--- config.mk ---
export PLATFORM = sky130hd
export DESIGN_NAME = fractional_baud_generator
export DESIGN_NICKNAME = d
export VERILOG_FILES = /design/src/rtl/baud_pkg.sv /design/src/rtl/fractional_baud_generator.sv
export SDC_FILE = /design/constraint.sdc
export NUM_CORES = 1
export LEC_CHECK = 0
export ABC_AREA = 1
export CAP_MARGIN = 15
export CORE_MARGIN = 2
export CORE_UTILIZATION = 45
export DETAILED_ROUTE_END_ITERATION = 10
export DONT_BUFFER_PORTS = 1
export GPL_TIMING_DRIVEN = 1
export PLACE_DENSITY_LB_ADDON = 0.25
export SETUP_SLACK_MARGIN = 0.4
export SYNTH_ARGS = -nofsm -noshare
export SYNTH_HDL_FRONTEND = slang
export SYNTH_SLANG_ARGS = --single-unit
--- constraint.sdc ---
create_clock -name clk -period 8.6 [get_ports clk]
set_input_delay 0.86 -clock clk [delete_from_list [all_inputs] [get_ports clk]]
set_output_delay 0.86 -clock clk [all_outputs]
set_load 0.02 [all_outputs]
--- src/rtl/baud_pkg.sv ---
// -----------------------------------------------------------------------------
// baud_pkg
// Shared definitions for the fractional baud generator:
//   - calc_rst_div : reset-time fixed-point divisor (clocks per os_tick,
//                    scaled by 2^frac_w) derived from clock, baud and oversample.
//   - MIN_DIV_INT  : smallest integer divisor the generator accepts.
//   - os_legal     : range check for the OVERSAMPLE parameter.
// -----------------------------------------------------------------------------
package baud_pkg;

    localparam int unsigned MIN_DIV_INT = 32'd2;
    localparam int unsigned OS_MIN      = 32'd4;
    localparam int unsigned OS_MAX      = 32'd64;

    // (sys_clk * 2^frac_w) / (baud * oversample), computed in 64 bits so the
    // scaled numerator cannot overflow for realistic clock frequencies.
    function automatic logic [63:0] calc_rst_div(
        input int unsigned sys_clk,
        input int unsigned baud,
        input int unsigned oversample,
        input int unsigned frac_w
    );
        logic [63:0] num;
        logic [63:0] den;
        num = 64'(sys_clk) << frac_w;
        den = 64'(baud) * 64'(oversample);
        if (den == 64'd0) begin
            calc_rst_div = 64'd0;
        end else begin
            calc_rst_div = num / den;
        end
    endfunction

    function automatic logic os_legal(input int unsigned oversample);
        os_legal = (oversample >= OS_MIN) && (oversample <= OS_MAX);
    endfunction

endpackage

--- src/rtl/fractional_baud_generator.sv ---
// -----------------------------------------------------------------------------
// fractional_baud_generator
// Produces an oversample tick (os_tick) whose mean period is the fractional
// divisor div_int + div_frac/2^FRAC_W clocks, a bit tick every OVERSAMPLE
// os_ticks, and a legacy square wave toggling on each os_tick.
//
// Ports:
//   clk, reset_n       : system clock, asynchronous active-low reset
//   en                 : tick generation enable (state holds while low)
//   resync             : restart bit timing (bit_tick lands at mid-bit)
//   cfg_valid/ready    : divisor offer handshake
//   cfg_div_int/frac   : offered divisor (integer / fractional part)
//   cfg_err            : one-cycle pulse when an offered divisor is rejected
//   os_tick, bit_tick  : one-cycle tick pulses
//   baud_clk           : square wave, period 2 * divisor clocks
// -----------------------------------------------------------------------------
module fractional_baud_generator
    import baud_pkg::*;
#(
    parameter int unsigned SYSTEM_CLK = 32'd50_000_000,
    parameter int unsigned BAUD_RATE  = 32'd115_200,
    parameter int unsigned OVERSAMPLE = 32'd16,
    parameter int unsigned DIV_W      = 32'd16,
    parameter int unsigned FRAC_W     = 32'd8
) (
    input  logic              clk,
    input  logic              reset_n,
    input  logic              en,
    input  logic              resync,
    input  logic              cfg_valid,
    input  logic [DIV_W-1:0]  cfg_div_int,
    input  logic [FRAC_W-1:0] cfg_div_frac,
    output logic              cfg_ready,
    output logic              cfg_err,
    output logic              os_tick,
    output logic              bit_tick,
    output logic              baud_clk
);

    localparam int unsigned       OS_W     = (OVERSAMPLE > 32'd1) ? $clog2(OVERSAMPLE) : 32'd1;
    localparam logic [63:0]       RST_DIV  = calc_rst_div(SYSTEM_CLK, BAUD_RATE, OVERSAMPLE, FRAC_W);
    localparam logic [DIV_W-1:0]  RST_INT  = DIV_W'(RST_DIV >> FRAC_W);
    localparam logic [FRAC_W-1:0] RST_FRAC = FRAC_W'(RST_DIV);
    localparam logic [DIV_W-1:0]  MIN_INT  = DIV_W'(MIN_DIV_INT);
    localparam logic [DIV_W-1:0]  DIV_ONE  = DIV_W'(32'd1);
    localparam logic [OS_W-1:0]   OS_LAST  = OS_W'(OVERSAMPLE - 32'd1);
    localparam logic [OS_W-1:0]   OS_HALF  = OS_W'(OVERSAMPLE / 32'd2);
    localparam logic [OS_W-1:0]   OS_ONE   = OS_W'(32'd1);

    generate
        if (!os_legal(OVERSAMPLE)) begin : g_os_illegal
            $error("OVERSAMPLE must lie in 4..64");
        end
    endgenerate

    logic [DIV_W-1:0]  div_int_q,   div_int_d;
    logic [FRAC_W-1:0] div_frac_q,  div_frac_d;
    logic              pend_q,      pend_d;
    logic [DIV_W-1:0]  pend_int_q,  pend_int_d;
    logic [FRAC_W-1:0] pend_frac_q, pend_frac_d;
    logic [DIV_W-1:0]  cnt_q,       cnt_d;
    logic [FRAC_W-1:0] acc_q,       acc_d;
    logic [OS_W-1:0]   os_cnt_q,    os_cnt_d;
    logic              baud_q,      baud_d;
    logic              cfg_err_q,   cfg_err_d;

    logic              tick_s;
    logic              apply_s;
    logic [DIV_W-1:0]  use_int_s;
    logic [FRAC_W-1:0] use_frac_s;
    logic [FRAC_W:0]   sum_s;

    // Tick detection and selection of the divisor used by this cycle's reload.
    // A pending divisor is swapped in whenever a reload happens (tick or
    // resync) or the counter is idle (en low), so the reload sees it directly.
    always_comb begin
        tick_s     = en & ~resync & (cnt_q == {DIV_W{1'b0}});
        apply_s    = pend_q & (tick_s | ~en | resync);
        use_int_s  = apply_s ? pend_int_q  : div_int_q;
        use_frac_s = apply_s ? pend_frac_q : div_frac_q;
        sum_s      = {1'b0, acc_q} + {1'b0, use_frac_s};
    end

    // Next-state logic: period counter, phase accumulator, os_cnt, baud_clk,
    // and the divisor handshake.
    always_comb begin
        cnt_d       = cnt_q;
        acc_d       = acc_q;
        os_cnt_d    = os_cnt_q;
        baud_d      = baud_q;
        div_int_d   = div_int_q;
        div_frac_d  = div_frac_q;
        pend_d      = pend_q;
        pend_int_d  = pend_int_q;
        pend_frac_d = pend_frac_q;
        cfg_err_d   = 1'b0;

        if (resync) begin
            acc_d    = {FRAC_W{1'b0}};
            cnt_d    = use_int_s - DIV_ONE;
            os_cnt_d = OS_HALF;
        end else if (tick_s) begin
            // Accumulator carry stretches the next period by one clock.
            acc_d    = sum_s[FRAC_W-1:0];
            cnt_d    = sum_s[FRAC_W] ? use_int_s : (use_int_s - DIV_ONE);
            os_cnt_d = (os_cnt_q == OS_LAST) ? {OS_W{1'b0}} : (os_cnt_q + OS_ONE);
            baud_d   = ~baud_q;
        end else if (en) begin
            cnt_d = cnt_q - DIV_ONE;
        end else begin
            cnt_d = cnt_q;
        end

        if (apply_s) begin
            div_int_d  = pend_int_q;
            div_frac_d = pend_frac_q;
            pend_d     = 1'b0;
        end else if (cfg_valid && !pend_q) begin
            if (cfg_div_int < MIN_INT) begin
                cfg_err_d = 1'b1;
            end else begin
                pend_d      = 1'b1;
                pend_int_d  = cfg_div_int;
                pend_frac_d = cfg_div_frac;
            end
        end else begin
            pend_d = pend_q;
        end
    end

    // State registers; reset loads the parameter-derived divisor.
    always_ff @(posedge clk or negedge reset_n) begin
        if (!reset_n) begin
            div_int_q   <= RST_INT;
            div_frac_q  <= RST_FRAC;
            pend_q      <= 1'b0;
            pend_int_q  <= {DIV_W{1'b0}};
            pend_frac_q <= {FRAC_W{1'b0}};
            cnt_q       <= RST_INT - DIV_ONE;
            acc_q       <= {FRAC_W{1'b0}};
            os_cnt_q    <= {OS_W{1'b0}};
            baud_q      <= 1'b0;
            cfg_err_q   <= 1'b0;
        end else begin
            div_int_q   <= div_int_d;
            div_frac_q  <= div_frac_d;
            pend_q      <= pend_d;
            pend_int_q  <= pend_int_d;
            pend_frac_q <= pend_frac_d;
            cnt_q       <= cnt_d;
            acc_q       <= acc_d;
            os_cnt_q    <= os_cnt_d;
            baud_q      <= baud_d;
            cfg_err_q   <= cfg_err_d;
        end
    end

    assign os_tick   = tick_s;
    assign bit_tick  = tick_s & (os_cnt_q == OS_LAST);
    assign baud_clk  = baud_q;
    assign cfg_err   = cfg_err_q;
    assign cfg_ready = ~pend_q;

endmodule
==> results.cfg, run 1 <==
[worst_setup_path]
setup.worst_path.end_class = flop
cp.required_ps = 8840
r2r-start = cnt_q[0]
r2r-end = cnt_q[2]
rr_worst_depth = 22
cp-start-kind = primary input
cp_max_fo = 28
path_class = primary input to flop
arrival_ps = 4310
ff2ff_setup_slack_ps = 4550

[yosys]
synth-seq-cells = 79
synthFlopType = dfrtp_1
avgSynthCellArea_um2 = 7.54
synthArstFlopShare_pct = 100
ys_types = 44
syn_nets = 669
synth_edf_count = 0
yosysWarningCount = 0
ys_seq_area_share_pct = 42.0
synth_cells = 627
synth_area_um2 = 4730

[route]
detail_route.wl_per_cell_um = 13.8
ant_nets = 0
vias = 3921
drt_iter0_markers = 250
drc = 0
drt_first_pass_iters = 4
finalWirelength_um = 10500
viasPerCell = 5.13

[floorplanning]
die_x_um = 107
row_count = 37
dieArea_um2 = 11300
coreArea_um2 = 10300
io_pins = 34
initial_core_util_pct = 46.0
dieHeight_um = 107

[timing]
finalSetupViolCount = 0
relSlewSlack_pct = 49.3
rsz0062_at_grt = false
period_share_pct = 47.3
clock.fmax_mhz = 246
tns_ps = 0
fin_worst_skew_ps = 6.91
tightestPinTransition_ps = 759
hold_viol = 0
period_needed_ps = 4070
whs_ps = 184
drv_slew = 0

[clock_tree]
clock-root-buffer = clkbuf_8
clk_path_buf_depth = 2
cts_tree = built
htreeDepth = 3
cts_setup_buffers = 0
insertion_delay_ps = 360
cts.repair.resized = 0
cts_sinks = 79
path_clk_slew_ps = 80
postCtsHoldBufs = 0
cts_buffers = 9

[pwr]
combPwrFrac_pct = 45.2
sequentialPowerShare_pct = 38.8
p_leak_nw = 2.62
power.density_nw_per_um2 = 329
clkPwrFrac_pct = 16.0
p_int_mw = 0.902
vdd_ir_drop_max_mv = 0.134
switchingPower_mw = 0.752
p_sw_share_pct = 45.5
finalPower_mw = 1.65

[cells_and_area]
final_nets = 665
drive_gt1_share_pct = 12.4
post-route-util_pct = 48.9
final_cell_mix = nand2_1, dfrtp_1, inv_1
diodes = 0
final_cells = 764
synthToLayoutAreaGrowth_pct = 6.16
final_common_cell = nand2_1

[placed_design]
place.gp.congestion = 0.931
hpwl_um = 7580
portBuffers = 0
dp.cells = 747

[worst_hold_path]
hold_class = primary input to asynchronous set/reset pin

[grt]
overflow = 0
grt_pass1_wl_um = 18700
grt_pass1_vias = 3961
antenna_found_initial = 0
grt_usage_pct = 20.7
grt_max_degree = 80

[run]
drv_cap = 0

[outcome]
outcome = finished, final reports clean
-- stage by stage --
| step | worst slack (ps) | area [um^2] |
|---|---|---|
| 2_1_floorplan | 4790 | 4730 |
| 3_3_place_gp | 3810 | 4830 |
| 3_5_place_dp | 3730 | 4830 |
| 4_1_cts | 4130 | 5010 |
| 5_1_grt | 4030 | 5020 |
| 6_report | 4530 | 5020 |
-- power by group through the flow --
stage	registers (mW)	clock network (mW)	logic [mW]
floorplan	0.606	0	0.634
global placement	0.646	0	0.733
detailed placement	0.647	0	0.751
CTS	0.643	0.270	0.753
global route	0.663	0.281	0.861
finish	0.642	0.264	0.748
-- worst max-delay path: stages --
cell and delay (ps):
inv_1 20, nor2_2 550, nand2_8 200, nand2_8 230, inv_2 110, nand2_1 70, nand2_1 60, ha_1 170
inv_1 80, fa_1 200, nand3b_1 120, nand2_1 70, nand2_1 80, nand2_1 50, a21oi_1 160, nor2_1 70
nor2_1 120, nor2_1 50, nor2_1 430, buf_6 240, o21ai_0 90, a22oi_1 150, o21ai_0 100
-- state kept, by name, indices dropped and copies added (netlist names) --
signal	count
acc_q	8
baud_clk	1
cfg_err	1
cnt_q	16
div_frac_q	8
div_int_q	16
os_cnt_q	4
pend_frac_q	8
pend_int_q	16
pend_q	1
-- worst max path at each step --
stage / from / to / slack [ps] / cells after the start
floorplan: en / cnt_q[14] / 4790 / 27
global placement: en / cnt_q[15] / 3810 / 24
detailed placement: en / cnt_q[0] / 3730 / 22
CTS: en / cnt_q[8] / 4130 / 23
global route: en / cnt_q[15] / 4030 / 26
finish: en / cnt_q[0] / 4530 / 23
-- metal layers --
metal | GRT usage (%) | up-vias | share of wire (%)
met5 | 0 | - | 0
met4 | 8.72 | 0 | 2.3
met3 | 2.76 | 17 | 3.5
met2 | 35.2 | 76 | 50
met1 | 26.5 | 1851 | 45
li1 | - | 1977 | -
-- cells by family after synthesis --
logic type | Yosys count | synth area share [%]
AOI/OAI and AO/OA | 81 | 9.92
and+or+nand+nor | 354 | 34.7
buffers and inverters | 87 | 7.41
DFF | 79 | 42.0
xor gates and xnor gates | 13 | 2.41
adders and majority gates | 13 | 3.60
-- synth_stat cells, types with 3 or more instances --
library cell,instances,area (um^2)
nand2_1,223,837
dfrtp_1,71,1780
inv_1,63,236
nand3_1,39,195
o21ai_0,35,175
nor2_1,32,120
a21oi_1,21,105
ha_1,12,150
nor2_2,12,75.1
nand2_2,11,68.8
xor2_1,11,96.3
clkbuf_1,10,37.5
dfstp_2,8,210
nand2_4,8,90.1
inv_2,6,22.5
nor2_4,6,67.6
a22oi_1,5,37.5
nor3_1,5,25.0
nor4_1,5,31.3
a22o_1,4,35.0
buf_2,4,20.0
nand3b_1,4,30.0
o31ai_1,3,22.5
-- cell type report --
class / instances / area (um^2)
sequential: 79 / 1990
multi-input combinational: 461 / 2390
fill: 1038 / 5260
clock buffer: 11 / 141
inverter: 69 / 259
timing repair buffer: 3 / 26.3
tap: 136 / 170
clock inverter: 5 / 42.5
No activity file was read; power rests on OpenSTA's default activity.
==> inputs of run 2 (changes only) <==
==> constraint.sdc (replaced) <==
create_clock -name clk -period 3.4 [get_ports clk]
set_input_delay 0.34 -clock clk [delete_from_list [all_inputs] [get_ports clk]]
set_output_delay 0.34 -clock clk [all_outputs]
set_load 0.02 [all_outputs]
==> results.cfg, run 2 (synthesis results as in run 1) <==
[floorplanning]
io_pins = 34
coreArea_um2 = 10300
row_count = 37
dieHeight_um = 107
die_x_um = 107
dieArea_um2 = 11300
initial_core_util_pct = 46.0

[worst_setup_path]
slowest_stage = dfrtp_1
cp-start-kind = flop
path_class = flop to flop
slowest_delay_ps = 420
arrival_ps = 3550
path_buf_inv = 4
path_delay_family = simple AND/OR/NAND/NOR gates
setup.worst_path.end_class = flop
cp.required_ps = 3660
cp_max_fo = 12
path_common_cell = nand2_2

[timing]
period_share_pct = 96.8
fin_worst_skew_ps = 11.1
period_needed_ps = 3290
whs_ps = 77.2
hold_viol = 0
rsz0062_at_grt = true
tightestPinTransition_ps = 787
clock.fmax_mhz = 304
finalSetupViolCount = 0
drv_slew = 0
relSlewSlack_pct = 47.5

[route]
drc = 0
finalWirelength_um = 12600
drt_first_pass_iters = 5
viasPerCell = 5.25
ant_nets = 0
drt_iter0_markers = 323
vias = 4286
detail_route.wl_per_cell_um = 15.4

[placed_design]
place.gp.congestion = 0.912
dp.cells = 758
hpwl_um = 7830
portBuffers = 0
dpl_cell_area_um2 = 4950

[cells_and_area]
final_common_cell = nand2_1
synthToLayoutAreaGrowth_pct = 21.7
final_nets = 718
final_cell_area_um2 = 5760
final_cell_mix = nand2_1, dfrtp_1, inv_1
drive_gt1_share_pct = 27.2
top_regs = cnt_q: 16 flops, div_int_q: 16 flops, pend_int_q: 16 flops
final_cells = 817
diodes = 0

[grt]
grt_pass1_vias = 4379
antenna_found_initial = 0
grt_max_degree = 80
grt_usage_pct = 23.0
grt_pass1_wl_um = 20600
overflow = 0

[clock_tree]
insertion_delay_ps = 370
clk_path_buf_depth = 2
cts_buffers = 9
htreeDepth = 3
path_clk_slew_ps = 100
cts_tree = built
cts_sinks = 79
clock-root-buffer = clkbuf_8

[worst_hold_path]
hold_class = primary input to flop

[outcome]
outcome = finished, final reports clean

[pwr]
vdd_ir_drop_max_mv = 0.389
power.density_nw_per_um2 = 829
p_leak_nw = 2.95

[run]
drv_cap = 0
run 2: path summary, 6_finish.rpt:
check | startpoint | endpoint | slack [ps] | cells after the start
max | cnt_q[12] | cnt_q[13] | 110 | 28
min | cfg_div_frac[6] | pend_frac_q[6] | 80 | 2
max reg2reg | cnt_q[12] | cnt_q[13] | 110 | 28
min reg2reg | pend_int_q[4] | pend_int_q[4] | 490 | 2
max in group asynchronous | reset_n | div_frac_q[5] | 2470 | 2
min in group asynchronous | reset_n | pend_int_q[6] | 560 | 2
run 2: layout make-up:
cell class                      instances  area [um^2]
Multi-Input combinational cell        461         2630
Clock buffer                            9          124
Sequential cell                        79         1990
Fill cell                             959         4520
Timing Repair Buffer                   56          494
Inverter                               69          267
Tap cell                              136          170
Clock inverter                          7         80.1
run 2: routing by layer:
| layer | share of wire (%) | track usage (%) |
|---|---|---|
| met3 | 5.0 | 3.99 |
| met5 | 0 | 0 |
| met1 | 42 | 27.9 |
| met4 | 4.2 | 11.3 |
| met2 | 49 | 39.4 |
run 2: timing repair:
item,CTS,global route
setup endpoints to repair,18,20
cloned,0,2
setup buffers,27,12
hold buffers,2,0
pin swaps,9,27
resized for setup,18,50
endpoints found under the hold margin,79,0
run 2: power breakdown:
| part | total, mW | leakage, nW | internal (mW) | switching [mW] |
|---|---|---|---|---|
| Clock | 0.742 | 0.102 | 0.348 | 0.394 |
| Combinational | 2.43 | 1.87 | 0.900 | 1.53 |
| Sequential | 1.60 | 0.982 | 1.34 | 0.254 |
| Total | 4.77 | 2.95 | 2.59 | 2.18 |
run 2: metrics by stage:
step / util (%) / power, mW / setup WS (ps) / TNS [ps]
floorplan: - / 3.18 / 40.6 / 0
global placement: 48.1 / 3.58 / 117 / 0
detailed placement: 48.1 / 3.63 / 11.0 / 0
CTS: 53.1 / 4.54 / 194 / 0
global route: 56.0 / 5.17 / -109 / -1060
finish: 56.0 / 4.77 / 108 / 0
==> inputs of run 3 (changes only) <==
--- a/config.mk
+++ b/config.mk
@@ -11,6 +11,7 @@
 export CORE_UTILIZATION = 45
 export DETAILED_ROUTE_END_ITERATION = 10
 export DONT_BUFFER_PORTS = 1
+export GPL_ROUTABILITY_DRIVEN = 0
 export GPL_TIMING_DRIVEN = 1
 export PLACE_DENSITY_LB_ADDON = 0.25
 export SETUP_SLACK_MARGIN = 0.4
==> results.cfg, run 3 (synthesis results as in run 1) <==
[route]
vias = 4185
viasPerCell = 5.24
detail_route.wl_per_cell_um = 14.9
drc = 0
drt_first_pass_iters = 5
finalWirelength_um = 11900
ant_nets = 0
drt_iter0_markers = 202

[floorplanning]
io_pins = 34
dieHeight_um = 107
initial_core_util_pct = 46.0
coreArea_um2 = 10300
row_count = 37
dieArea_um2 = 11300
die_x_um = 107

[placed_design]
portBuffers = 0
dpl_cell_area_um2 = 4950
hpwl_um = 7840

[clock_tree]
clk_path_buf_depth = 2
path_clk_slew_ps = 100
clock-root-buffer = clkbuf_8
cts_sinks = 79
insertion_delay_ps = 360
htreeDepth = 3
cts_buffers = 9
cts_tree = built

[grt]
antenna_found_initial = 0
grt_max_degree = 80
grt_pass1_wl_um = 19900
overflow = 0
grt_usage_pct = 22.1
grt_pass1_vias = 4124

[cells_and_area]
diodes = 0
final_cell_area_um2 = 5640
synthToLayoutAreaGrowth_pct = 19.3
drive_gt1_share_pct = 24.6
fill_cells = 986
final_common_cell = nand2_1
top_regs = cnt_q: 16 flops, div_int_q: 16 flops, pend_int_q: 16 flops
final_cell_mix = nand2_1, dfrtp_1, inv_1
final_nets = 699

[pwr]
power.density_nw_per_um2 = 837
vdd_ir_drop_max_mv = 0.369
p_leak_nw = 2.86
finalPower_mw = 4.73

[worst_setup_path]
crit_start = cnt_q[1]
critical_path.endpoint = cnt_q[2]
cp.required_ps = 3650
cp_max_fo = 8
arrival_ps = 3560
path_class = flop to flop
cp-start-kind = flop
ff2ff_setup_slack_ps = 100
r2r-end = cnt_q[2]
setup.worst_path.end_class = flop
rr_worst_depth = 27
r2r-start = cnt_q[1]

[timing]
finalSetupViolCount = 0
tns_ps = 0
tightestPinTransition_ps = 799
hold_viol = 0
period_share_pct = 97.2
period_needed_ps = 3300
drv_slew = 0
rsz0062_at_grt = true
clock.fmax_mhz = 303
fin_worst_skew_ps = 12.6
whs_ps = 82.6
relSlewSlack_pct = 46.7

[worst_hold_path]
hold_class = primary input to flop

[run]
drv_cap = 0

[outcome]
outcome = finished, final reports clean
## run 3: cell types whose count changed in the layout (fill, tap and decap cells not counted), sizes merged
cell / previous run / this run
clkinv: 3 / 1
clkbuf: 11 / 10
inv: 71 / 72
buf: 53 / 36
## run 3: metrics by stage
stage	setup WS (ps)	util (%)	std cells
after detailed placement	4.47	48.1	758
after CTS	102	52.9	788
final	95.5	54.9	798
after floorplan	40.6	-	627
after global placement	108	48.1	758
after global routing	-95.4	54.9	798
## run 3: how the worst min path moves through the flow
stage          slack [ps]  cells past startpoint            start              to
6_report               80                      2   cfg_div_int[3]   pend_int_q[3]
5_1_grt                70                      2  cfg_div_frac[3]  pend_frac_q[3]
4_1_cts                70                      2   cfg_div_int[3]   pend_int_q[3]
3_5_place_dp           50                      0          reset_n   pend_int_q[1]
3_3_place_gp           50                      0          reset_n   pend_int_q[1]
2_1_floorplan          40                      0          reset_n        acc_q[0]
## run 3: power breakdown
group	internal, mW	switching, mW
Clock	0.372	0.396
Combinational	0.863	1.51
Sequential	1.35	0.242
## run 3: cell type report
class                      count  area (um^2)  share of cell area, %
inverter                      69          267                   4.72
sequential                    79         1990                   35.3
clock buffer                  10          138                   2.44
tap                          136          170                   3.02
clock inverter                 6         75.1                   1.33
multi-input combinational    461         2630                   46.6
timing repair buffer          37          373                   6.61
## run 3: critical path, cell delays in order (launching register included)
cell	delay (ps)
dfstp_2	540
inv_2	50
ha_4	160
nand2_4	60
nor2_4	40
nand2_4	80
nand2_8	70
nand2_8	100
nand2_2	60
nand2_2	80
ha_4	140
inv_4	30
fa_2	340
nand3b_1	180
nand2_2	100
nand2_2	70
nand2_2	60
a21oi_2	60
nor2_2	130
nor2_2	50
nor2_2	120
nor2_4	60
buf_12	140
buf_16	140
nor2_4	120
o22ai_2	90
nand2_1	80
nand2_1	50
## run 3: what timing repair did
item,CTS,global route
setup endpoints to repair,18,18
hold buffers,2,0
gates cloned,2,0
hold endpoints to repair,79,0
gates resized for setup,26,39
setup buffers,10,10
pin swaps,14,27
## run 3: per-layer routing
metal	global-route usage, %	wire, um	vias up	share of wire [%]
met5	0	0	-	0
met4	8.16	288	0	2.4
met2	38.6	6060	98	51
met1	27.4	5120	2011	43
li1	-	-	2054	-
met3	3.68	450	22	3.8
==> RTL edit 1: new RTL, flow settings as in run 2 <==
Put one more register stage on the output `cfg_err`, cleared by the reset. The value now appears one clock later. The other outputs are not delayed to match. Comments in the files are not updated.
--- a/src/rtl/fractional_baud_generator.sv
+++ b/src/rtl/fractional_baud_generator.sv
@@ -158,7 +158,13 @@
     assign os_tick   = tick_s;
     assign bit_tick  = tick_s & (os_cnt_q == OS_LAST);
     assign baud_clk  = baud_q;
-    assign cfg_err   = cfg_err_q;
+    always_ff @(posedge clk or negedge reset_n) begin
+        if (!reset_n) begin
+            cfg_err <= '0;
+        end else begin
+            cfg_err <= cfg_err_q;
+        end
+    end
     assign cfg_ready = ~pend_q;
 
 endmodule
Function: changed (a bounded check fails within 4 cycles, from zero or initial values and one cycle with reset_n low).
==> RTL edit 1 against run 2 <==
- synthesized cell count is 0.16% lower
- total power rose by 0.33%
- sequential cell count rose by 1
- worst setup slack worse by 62 ps
- area after synthesis is 0.34% higher
- clock skew shrank 1.9 ps
- via count is 0.49% lower
- hold slack improved by 12 ps
- design area grew 1.2%
- routed wire length decreased by 5.0%
==> RTL edit 1: results <==
set metrics [dict create \
    status "completed" \
    synthTopCellsByArea "dfrtp_1 (38%), nand2_1 (18%), nand3_1 (4.6%)" \
    drt_iter0_drc 247 \
    crit_slowest_cell "dfrtp_2" \
    synth-compound-area-share 0.08700 \
    worstSetupStartpoint "cnt_q[10]" \
    synth_nets 668 \
    synthAdderAreaFrac 0.03586 \
    grt_max_degree 81 \
    ys_seq_area_frac 0.4239 \
    critPathTopFamily "buffers and inverters" \
    routed_wl_mm 11.95 \
    post-place-ws_ps -26.74 \
    avgViaCountPerCell 5.259 \
    critPathMaxFanout 6 \
    drive_gt1_frac 0.2711 \
    setup_ws_ps 46.03 \
    hpwlAfterDp_mm 7.682 \
    irDropWorstVdd_mv 0.4600 \
    n_fill_cell 956 \
    finalClockSkew_ps 9.217 \
    yosys.area_share.xor_xnor 0.02768 \
    p_leak_uw 0.002956 \
    synth_common_cells "nand2_1 (226), dfrtp_1 (72), inv_1 (58)" \
    critical_path_arrival_ps 3600 \
    hp-class "in -> reg" \
    globalplace.congestion 0.9300 \
    track_usage 0.2229 \
    post_dp_cell_area_mm2 0.004950 \
]
-- RTL edit 1: layout make-up --
cell class	instances	area [um2]	share of cell area
flip-flops and latches	80	2013	0.3457
clock buffers	9	123.9	0.02127
well taps	136	170.2	0.02922
clock inverters	7	81.33	0.01397
inverters	63	246.5	0.04233
repair buffers	51	489.2	0.08401
multi-input cells	465	2699	0.4635
-- RTL edit 1: path summary, 6_finish.rpt --
| check | endpoint | cells after the start |
|---|---|---|
| max | acc_q[4] | 24 |
| min | pend_int_q[4] | 2 |
| max reg2reg | acc_q[4] | 24 |
| min reg2reg | cfg_err | 0 |
| max in group asynchronous | cnt_q[10] | 2 |
| min in group asynchronous | pend_int_q[0] | 2 |
-- RTL edit 1: report_power, final --
group          leakage (uW)  total, uW  switching (uW)  internal, uW
combinational       0.00185       2440            1530           909
clock              0.000105        745             397           349
sequential         0.000996       1600             246          1360
total               0.00296       4790            2180          2610
-- RTL edit 1: timing repair --
item	4_1_cts	5_1_grt
hold endpoints to repair	80	0
hold buffers	2	0
cloned	3	0
resized for setup	42	31
pin swaps	35	34
endpoints found under the setup margin	17	19
buffers inserted	27	9
-- RTL edit 1: layer usage --
| metal | wire length [um] | vias up |
|---|---|---|
| li1 | - | 2067 |
| met1 | 5024 | 2062 |
| met2 | 6219 | 114 |
| met3 | 444 | 22 |
| met4 | 264 | 0 |
| met5 | 0 | - |
-- RTL edit 1: through the flow --
stage / power [uW] / std cells / util
6_report: 4789 / 811 / 0.5666
5_1_grt: 5203 / 811 / 0.5666
4_1_cts: 4666 / 802 / 0.5492
3_5_place_dp: 3666 / 754 / 0.4816
3_3_place_gp: 3604 / 754 / 0.4816
2_1_floorplan: 3235 / 626 / -
==> RTL edit 2: new RTL, flow settings as in run 2 <==
Without the edit above. Set the parameter `BAUD_RATE` to 32'd86400 (it was 32'd115_200).
--- a/src/rtl/fractional_baud_generator.sv
+++ b/src/rtl/fractional_baud_generator.sv
@@ -18,7 +18,7 @@
     import baud_pkg::*;
 #(
     parameter int unsigned SYSTEM_CLK = 32'd50_000_000,
-    parameter int unsigned BAUD_RATE  = 32'd115_200,
+    parameter int unsigned BAUD_RATE  = 32'd86400,
     parameter int unsigned OVERSAMPLE = 32'd16,
     parameter int unsigned DIV_W      = 32'd16,
     parameter int unsigned FRAC_W     = 32'd8
Check against the original RTL: no difference found for any inputs over 4 cycles, from zero or initial values and one cycle with reset_n low; that may be too few to reach the edited logic, so the function may still have changed.
==> RTL edit 2 against run 2 <==
- first-iteration DRC count decreased by 26%
- die area about the same
- routed wire length decreased by 6.7%
- worst setup slack got worse by 65 ps
- total power decreased by 0.37%
- area after synthesis about the same
- sequential share of layout area increased by 0.26 points
- sequential cell count unchanged
- clock skew increased by 3.7 ps
- synthesized cell count unchanged
- design area decreased by 0.76%
==> RTL edit 2: results <==
set metrics [dict create \
    p_leak_uw 0.002943 \
    crit_slowest_cell "dfstp_2" \
    synth_flop_cell "dfrtp_1" \
    cts_buffer_depth 2 \
    clk_latency_ps 370 \
    sw_frac_of_total 0.4473 \
    finalClockSkew_ps 14.81 \
    async_flop_share 1.000 \
    post_dp_cell_area_mm2 0.004990 \
    slew_headroom 0.4696 \
    grt_antenna_before_repair 0 \
    placed_cells 764 \
    grt_max_degree 80 \
    globalplace.congestion 0.8843 \
    design.final.nets 705 \
    multiInputGateArea_mm2 0.002626 \
    critPathMaxFanout 6 \
    wl_per_cell_um 14.61 \
    synthAdderAreaFrac 0.03597 \
    synth_common_cells "nand2_1 (223), dfrtp_1 (70), inv_1 (63)" \
    yosys.area_share.xor_xnor 0.02407 \
    post-place-ws_ps -19.88 \
    ctsHoldBuffers 2 \
    synth_nets 669 \
    ctsResizeCount 47 \
    hpwlAfterDp_mm 8.007 \
    track_usage 0.2219 \
    ys_seq_area_frac 0.4203 \
    avgViaCountPerCell 5.226 \
    synth-compound-area-share 0.09918 \
    dr.pass1.iters 4 \
    hp-class "in -> reg" \
    clkSlewWorstSetupHoldPaths_ps 100 \
    htreeDepth 3 \
    status "completed" \
    syn_area_mm2 0.004731 \
    slowest_delay_ps 550 \
    vias 4202 \
    n_fill_cell 985 \
    syn_inst 627 \
    drt_iter0_drc 239 \
    ys_types 44 \
    irDropWorstVdd_mv 0.4024 \
    critical_path_arrival_ps 3610 \
    drive_gt1_frac 0.2470 \
    synthTopCellsByArea "dfrtp_1 (37%), nand2_1 (18%), dfstp_2 (5.0%)" \
    cts_made_buffers 9 \
    critPathTopFamily "simple AND/OR/NAND/NOR gates" \
    n_antenna_cell 0 \
    synth_warnings 0 \
    clockRootBuffer "clkbuf_8" \
    grt_pass1_wl_mm 19.86 \
    cts_setup_buffers 13 \
]
RTL edit 2: changes by cell type after synthesis, sizes merged:
cell	before	now
dfrtp	71	70
dfstp	8	9
RTL edit 2: power groups by stage:
stage | registers, uW | clock network (uW) | logic (uW)
2_1_floorplan | 1540 | 0 | 1630
3_3_place_gp | 1570 | 0 | 2030
3_5_place_dp | 1580 | 0 | 2080
4_1_cts | 1570 | 831 | 2280
5_1_grt | 1620 | 862 | 2680
6_report | 1570 | 816 | 2370
RTL edit 2: final cells by class:
cell class	count	share of cell area
clock buffer	9	0.02169
inverter	69	0.04622
multi-input combinational	461	0.4598
clock inverter	7	0.01840
sequential	79	0.3481
timing repair buffer	43	0.07601
tap	136	0.02979
RTL edit 2: cells by family after synthesis:
kind of cell             count (synthesis)
AO/OA/AOI/OAI                           81
XOR/XNOR                                13
adder cells (fa/ha/maj)                 13
buffers and inverters                   87
flip-flops                              79
AND/OR/NAND/NOR                        354
RTL edit 2: final timing paths:
path | cells after the start | from | slack, ps | endpoint
setup / recovery | 29 | cnt_q[0] | 40 | cnt_q[14]
hold / removal | 2 | cfg_div_int[5] | 80 | pend_int_q[5]
setup reg to reg | 29 | cnt_q[0] | 40 | cnt_q[14]
hold reg to reg | 2 | pend_frac_q[6] | 490 | pend_frac_q[6]
max in group asynchronous | 2 | reset_n | 2500 | cnt_q[0]
min in group asynchronous | 2 | reset_n | 520 | pend_int_q[1]
RTL edit 2: layer usage:
metal | global-route usage | routed length, um | share of wire | vias up
li1 | - | - | - | 2056
met1 | 0.2736 | 5072 | 0.43 | 2036
met2 | 0.3855 | 5967 | 0.51 | 89
met3 | 0.04047 | 476 | 0.041 | 21
met4 | 0.08534 | 230 | 0.020 | 0
met5 | 0 | 0 | 0 | -
